## src/rtl/pwm_pkg.sv

```systemverilog
// Constants and state type shared between the duty ramp sequencer and the PWM generator.
package pwm_pkg;

    localparam int DC_W   = 7;
    localparam int DC_MAX = 100;

    typedef enum logic [1:0] {
        IDLE    = 2'd0,
        RAMP_UP = 2'd1,
        RAMP_DN = 2'd2,
        HOLD    = 2'd3
    } ramp_state_t;

endpackage

```

## src/rtl/pwm_frame_timer.sv

```systemverilog
// Free-running PWM frame counter; frame_tick marks the last cycle of each frame so that
// the generator and the duty sequencer share one frame reference.
module pwm_frame_timer #(
    parameter int PERIOD = 256
) (
    input  logic clk,
    input  logic reset,
    output logic o_frameTick
);

    localparam int CW = $clog2(PERIOD);

    logic [CW-1:0] r_fcnt;

    always_ff @(posedge clk or negedge reset) begin
        if (!reset) begin
            r_fcnt <= '0;
        end else if (r_fcnt == CW'(PERIOD - 1)) begin
            r_fcnt <= '0;
        end else begin
            r_fcnt <= r_fcnt + CW'(1);
        end
    end

    assign o_frameTick = (r_fcnt == CW'(PERIOD - 1));

endmodule

```

## src/rtl/pwm_duty_ramp.sv

```systemverilog
// Soft-start/soft-stop duty sequencer: slews the applied duty toward the requested target
// one step per (rate+1) frames, only at frame boundaries, with an immediate abort path.
module pwm_duty_ramp
    import pwm_pkg::*;
#(
    parameter int PERIOD = 256,
    parameter int DC_MAX = pwm_pkg::DC_MAX,
    parameter int STEP   = 1
) (
    input  logic            clk,
    input  logic            reset,
    input  logic            i_en,
    input  logic [DC_W-1:0] i_targetDc,
    input  logic [3:0]      i_rate,
    input  logic            i_abort,
    output logic [DC_W-1:0] o_dc,
    output logic            o_frameTick,
    output logic            o_busy,
    output logic            o_atTarget,
    output logic            o_fault
);

    logic [DC_W-1:0] r_dc;
    logic [3:0]      r_rcnt;
    logic            r_fault;
    ramp_state_t     r_state;

    logic            w_frameTick;
    logic [DC_W-1:0] w_tgtClamped;
    logic [DC_W-1:0] w_tgtEff;
    ramp_state_t     w_state;
    logic [7:0]      w_dc8;
    logic [7:0]      w_tgt8;
    logic [7:0]      w_up8;
    logic [7:0]      w_upNext;
    logic [7:0]      w_dnNext;
    logic            w_ramping;
    logic            w_stepSlot;

    pwm_frame_timer #(
        .PERIOD (PERIOD)
    ) u_frameTimer (
        .clk         (clk),
        .reset       (reset),
        .o_frameTick (w_frameTick)
    );

    assign w_tgtClamped = (i_targetDc > DC_W'(DC_MAX)) ? DC_W'(DC_MAX) : i_targetDc;
    assign w_tgtEff     = (i_en && !r_fault) ? w_tgtClamped : '0;

    always_comb begin
        w_state = IDLE;
        if (w_tgtEff > r_dc) begin
            w_state = RAMP_UP;
        end else if (w_tgtEff < r_dc) begin
            w_state = RAMP_DN;
        end else if (r_dc != '0) begin
            w_state = HOLD;
        end
    end

    // 8-bit arithmetic so dc+STEP and tgt+STEP cannot wrap before the clamp.
    assign w_dc8    = {1'b0, r_dc};
    assign w_tgt8   = {1'b0, w_tgtEff};
    assign w_up8    = w_dc8 + 8'(STEP);
    assign w_upNext = (w_up8 > w_tgt8) ? w_tgt8 : w_up8;
    assign w_dnNext = (w_dc8 > (w_tgt8 + 8'(STEP))) ? (w_dc8 - 8'(STEP)) : w_tgt8;

    assign w_ramping  = (w_state == RAMP_UP) || (w_state == RAMP_DN);
    assign w_stepSlot = w_frameTick && w_ramping && (w_state == r_state);

    // A state change restarts the frame divider, and that cycle never steps even on a tick.
    always_ff @(posedge clk or negedge reset) begin
        if (!reset) begin
            r_dc    <= '0;
            r_rcnt  <= '0;
            r_fault <= 1'b0;
            r_state <= IDLE;
        end else if (i_abort) begin
            r_dc    <= '0;
            r_rcnt  <= '0;
            r_fault <= 1'b1;
            r_state <= IDLE;
        end else begin
            r_state <= w_state;
            if (r_fault && !i_en) begin
                r_fault <= 1'b0;
            end
            if (w_state != r_state) begin
                r_rcnt <= '0;
            end else if (w_stepSlot) begin
                if (r_rcnt == i_rate) begin
                    r_rcnt <= '0;
                    r_dc   <= (w_state == RAMP_UP) ? w_upNext[DC_W-1:0] : w_dnNext[DC_W-1:0];
                end else begin
                    r_rcnt <= r_rcnt + 4'd1;
                end
            end
        end
    end

    assign o_dc        = r_dc;
    assign o_frameTick = w_frameTick;
    assign o_busy      = w_ramping;
    assign o_atTarget  = (r_dc == w_tgtEff) && !r_fault;
    assign o_fault     = r_fault;

endmodule
```

## config.mk

```make
export PLATFORM = sky130hd
export DESIGN_NAME = pwm_duty_ramp
export DESIGN_NICKNAME = d
export VERILOG_FILES = /design/src/rtl/pwm_pkg.sv /design/src/rtl/pwm_frame_timer.sv /design/src/rtl/pwm_duty_ramp.sv
export SDC_FILE = /design/constraint.sdc
export NUM_CORES = 1
export LEC_CHECK = 0
export ABC_AREA = 1
export BUFFER_PORTS_ARGS = -buffer_cell sky130_fd_sc_hd__clkbuf_2
export CELL_PAD_IN_SITES_DETAIL_PLACEMENT = 0
export CELL_PAD_IN_SITES_GLOBAL_PLACEMENT = 1
export CORE_MARGIN = 4
export CORE_UTILIZATION = 43
export DETAILED_ROUTE_END_ITERATION = 6
export PLACE_DENSITY_LB_ADDON = 0.1
export SLEW_MARGIN = 30
export SYNTH_ARGS = -nofsm -noshare
export SYNTH_HDL_FRONTEND = slang
export SYNTH_SLANG_ARGS = --single-unit
```

## constraint.sdc

```tcl
create_clock -name clk -period 3.85 [get_ports clk]
set_input_delay 0.1925 -clock clk [delete_from_list [all_inputs] [get_ports clk]]
set_output_delay 0.1925 -clock clk [all_outputs]
set_load 0.05 [all_outputs]
```

==> impl_metrics.json <==
{
  "first_pass_iters": 4,
  "drc": 0,
  "clkSinkCount": 22,
  "fin_worst_skew_ps": 1.922,
  "clock_latency_ps": 260,
  "ioPinCount": 26,
  "hpwl_um": 4647,
  "vias": 2184,
  "max_cap_viol_count": 0,
  "drt-wirelength-per-cell_um": 13.62,
  "synth.cell_area_mm2": 0.002326,
  "row_count": 26,
  "required_ps": 4010,
  "cp_data_arrival_time_ps": 3400,
  "vias_per_cell": 5.115,
  "area.growth.synth_to_final_pct": 11.67,
  "synth.distinct_cells": 33,
  "cts_buffers": 3,
  "cts.htree.levels": 1,
  "synthCells": 331,
  "max_freq_mhz": 309.3,
  "layout_commonest_cell": "nand2_1",
  "syn_nets": 372,
  "crit_path_end_kind": "flop",
  "ys_ff_latch": 22,
  "core_area_mm2": 0.005172,
  "hold_path_class": "input port to flop",
  "mostFrequentLayoutCells": "nand2_1 (84), nor2_1 (39), inv_1 (35), ha_1 (26), clkbuf_2 (25)",
  "path_clk_slew_ps": 80,
  "final-setup-viol-count": 0,
  "rsz0062_at_grt": "false",
  "syn_avg_cell_area_um2": 7.027,
  "die_height_um": 81.55,
  "dieArea_mm2": 0.006650,
  "crit_path_start_kind": "flop",
  "yosysSeqAreaShare": 0.2367,
  "yosys_warnings": 0,
  "grt_max_degree": 23,
  "diodes": 0,
  "fill_cells": 542,
  "critPathMaxFanout": 8,
  "die_w_um": 81.55,
  "slew_viol_final": 0,
  "final.period_utilization": 0.8399,
  "grt_pass1_wl_um": 9666,
  "fin_nets": 399,
  "drive_gt1_frac": 0.1541,
  "max_slew_margin": 0.5814,
  "root_buffer": "clkbuf_8",
  "critPathKind": "flop to flop",
  "grt_pass1_vias": 2055,
  "ant_nets": 0,
  "peakVddDrop_v": 0.0003079,
  "tightest_slew_ps": 619.2,
  "min_period_ps": 3233,
  "wirelength_um": 5814,
  "cts_tree": "built",
  "hold_viol": 0,
  "outcome": "finished, final reports clean",
  "postLayoutCellArea_mm2": 0.002597,
  "start_util": 0.4497,
  "dpl_cell_area_mm2": 0.002516,
  "overflow": 0,
  "leakage_uw": 0.001414,
  "cts_buffer_depth": 2,
  "powerDensity_mw_per_mm2": 745.1,
  "io_buffers": 25,
  "drtIter0Drc": 108,
  "grt.total_usage": 0.1859,
  "place.gp.congestion": 0.8911,
  "finalSetupTns_ps": 0,
  "antenna_found_initial": 0
}
## area by class of cell
type	count	area, um^2	area share
flip-flops and latches	22	550.5	0.2119
clock inverters	1	30.03	0.01156
clock buffers	3	41.29	0.01590
well taps	70	87.58	0.03372
multi-input cells	265	1599	0.6156
repair buffers	27	142.6	0.05491
inverters	39	146.4	0.05636
## flip-flops by register name, indices dropped and copies added (netlist names)
name / cells
r_rcnt: 4
r_state: 2
u_frameTimer.r_fcnt: 8
o_dc: 7
o_fault: 1
## final timing paths
kind / start / to / slack [ps] / depth (start not counted)
max: o_fault / o_dc[0] / 620 / 19
min: i_abort / r_state[1] / 120 / 2
max reg2reg: o_fault / o_dc[0] / 620 / 19
min reg2reg: u_frameTimer.r_fcnt[0] / u_frameTimer.r_fcnt[0] / 460 / 1
max in group asynchronous: reset / r_rcnt[1] / 3060 / 2
min in group asynchronous: reset / u_frameTimer.r_fcnt[2] / 430 / 2
## where the power goes
part	total [uW]	internal (uW)	switching [uW]
Sequential	356	273	82.7
Combinational	1360	452	911
Clock	216	139	77.5
Total	1940	864	1070
## kinds of logic (layout without fill, tap and decap cells)
logic type,count (synthesis),count (layout),share of synthesized area
DFF,22,22,0.2367
buffers and inverters,44,70,0.07584
AOI/OAI and AO/OA,37,37,0.09253
adders and majority gates,26,26,0.1399
and+or+nand+nor,183,183,0.3835
xor gates and xnor gates,19,19,0.07154
## synth_stat cells
library cell   n  share of area
inv_2          4         0.0065
xor2_1        16          0.060
nand3_4        1         0.0075
nand4_4        1         0.0091
clkbuf_1       1         0.0016
dfrtp_1       22           0.24
nand2_1       84           0.14
a21o_1         1         0.0032
and3_2         1         0.0032
a21oi_1       17          0.037
or2_2          1         0.0027
nand2_2        3         0.0081
a21oi_2        3          0.011
nor3_1         5          0.011
ha_1          26           0.14
nand2_4        5          0.024
o21ai_0       12          0.026
nand3_2        2         0.0086
xnor2_1        3          0.011
nor4b_1        1         0.0038
a31oi_1        2         0.0054
inv_1         35          0.056
nand3_1       22          0.047
nor3b_4        1         0.0081
buf_2          3         0.0065
nor2_4         2         0.0097
a21oi_4        1         0.0070
nor2_1        39          0.063
nand3b_1       3         0.0097
o211ai_1       1         0.0032
buf_6          1         0.0048
nand4_1       10          0.027
and3_1         2         0.0054
## what timing repair did
action	4_1_cts	5_1_grt
hold buffers	1	0
resized for setup	0	0
setup buffers	0	0
endpoints found under the hold margin	22	0
## routing by layer
metal	GRT usage	wire, um
met3	0.02741	227
met1	0.2635	2976
met2	0.3094	2594
met5	0	0
met4	0.01689	16
## critical path: stages (launching register included)
cell and delay [ps]:
dfrtp_1 410, inv_1 60, nand2_1 110, inv_1 150, nand3_1 260, nor3_1 360, nand3_1 140, xor2_1 180
ha_1 300, nand2_1 50, nor2_1 110, nand2_1 70, nand2_1 50, nand2_1 150, inv_1 230, nor2_1 60
nor3_1 240, nor2_1 70, nand3_1 80, nand2_1 50
## metrics by stage
| step | total power [uW] | instances | worst slack [ps] | utilization | hold slack (ps) |
|---|---|---|---|---|---|
| final | 1935 | 427 | 616.5 | 0.5022 | 119.1 |
| after global routing | 2138 | 427 | 223.2 | 0.5022 | 130.3 |
| after CTS | 1934 | 427 | 662.9 | 0.5022 | 114.4 |
| after detailed placement | 1710 | 422 | 688.2 | 0.4865 | 213.8 |
| after global placement | 1720 | 422 | 711.9 | 0.4865 | 212.4 |
| after floorplan | 1430 | 331 | 876.3 | - | -103.1 |
(Power assumes the default switching activity.)
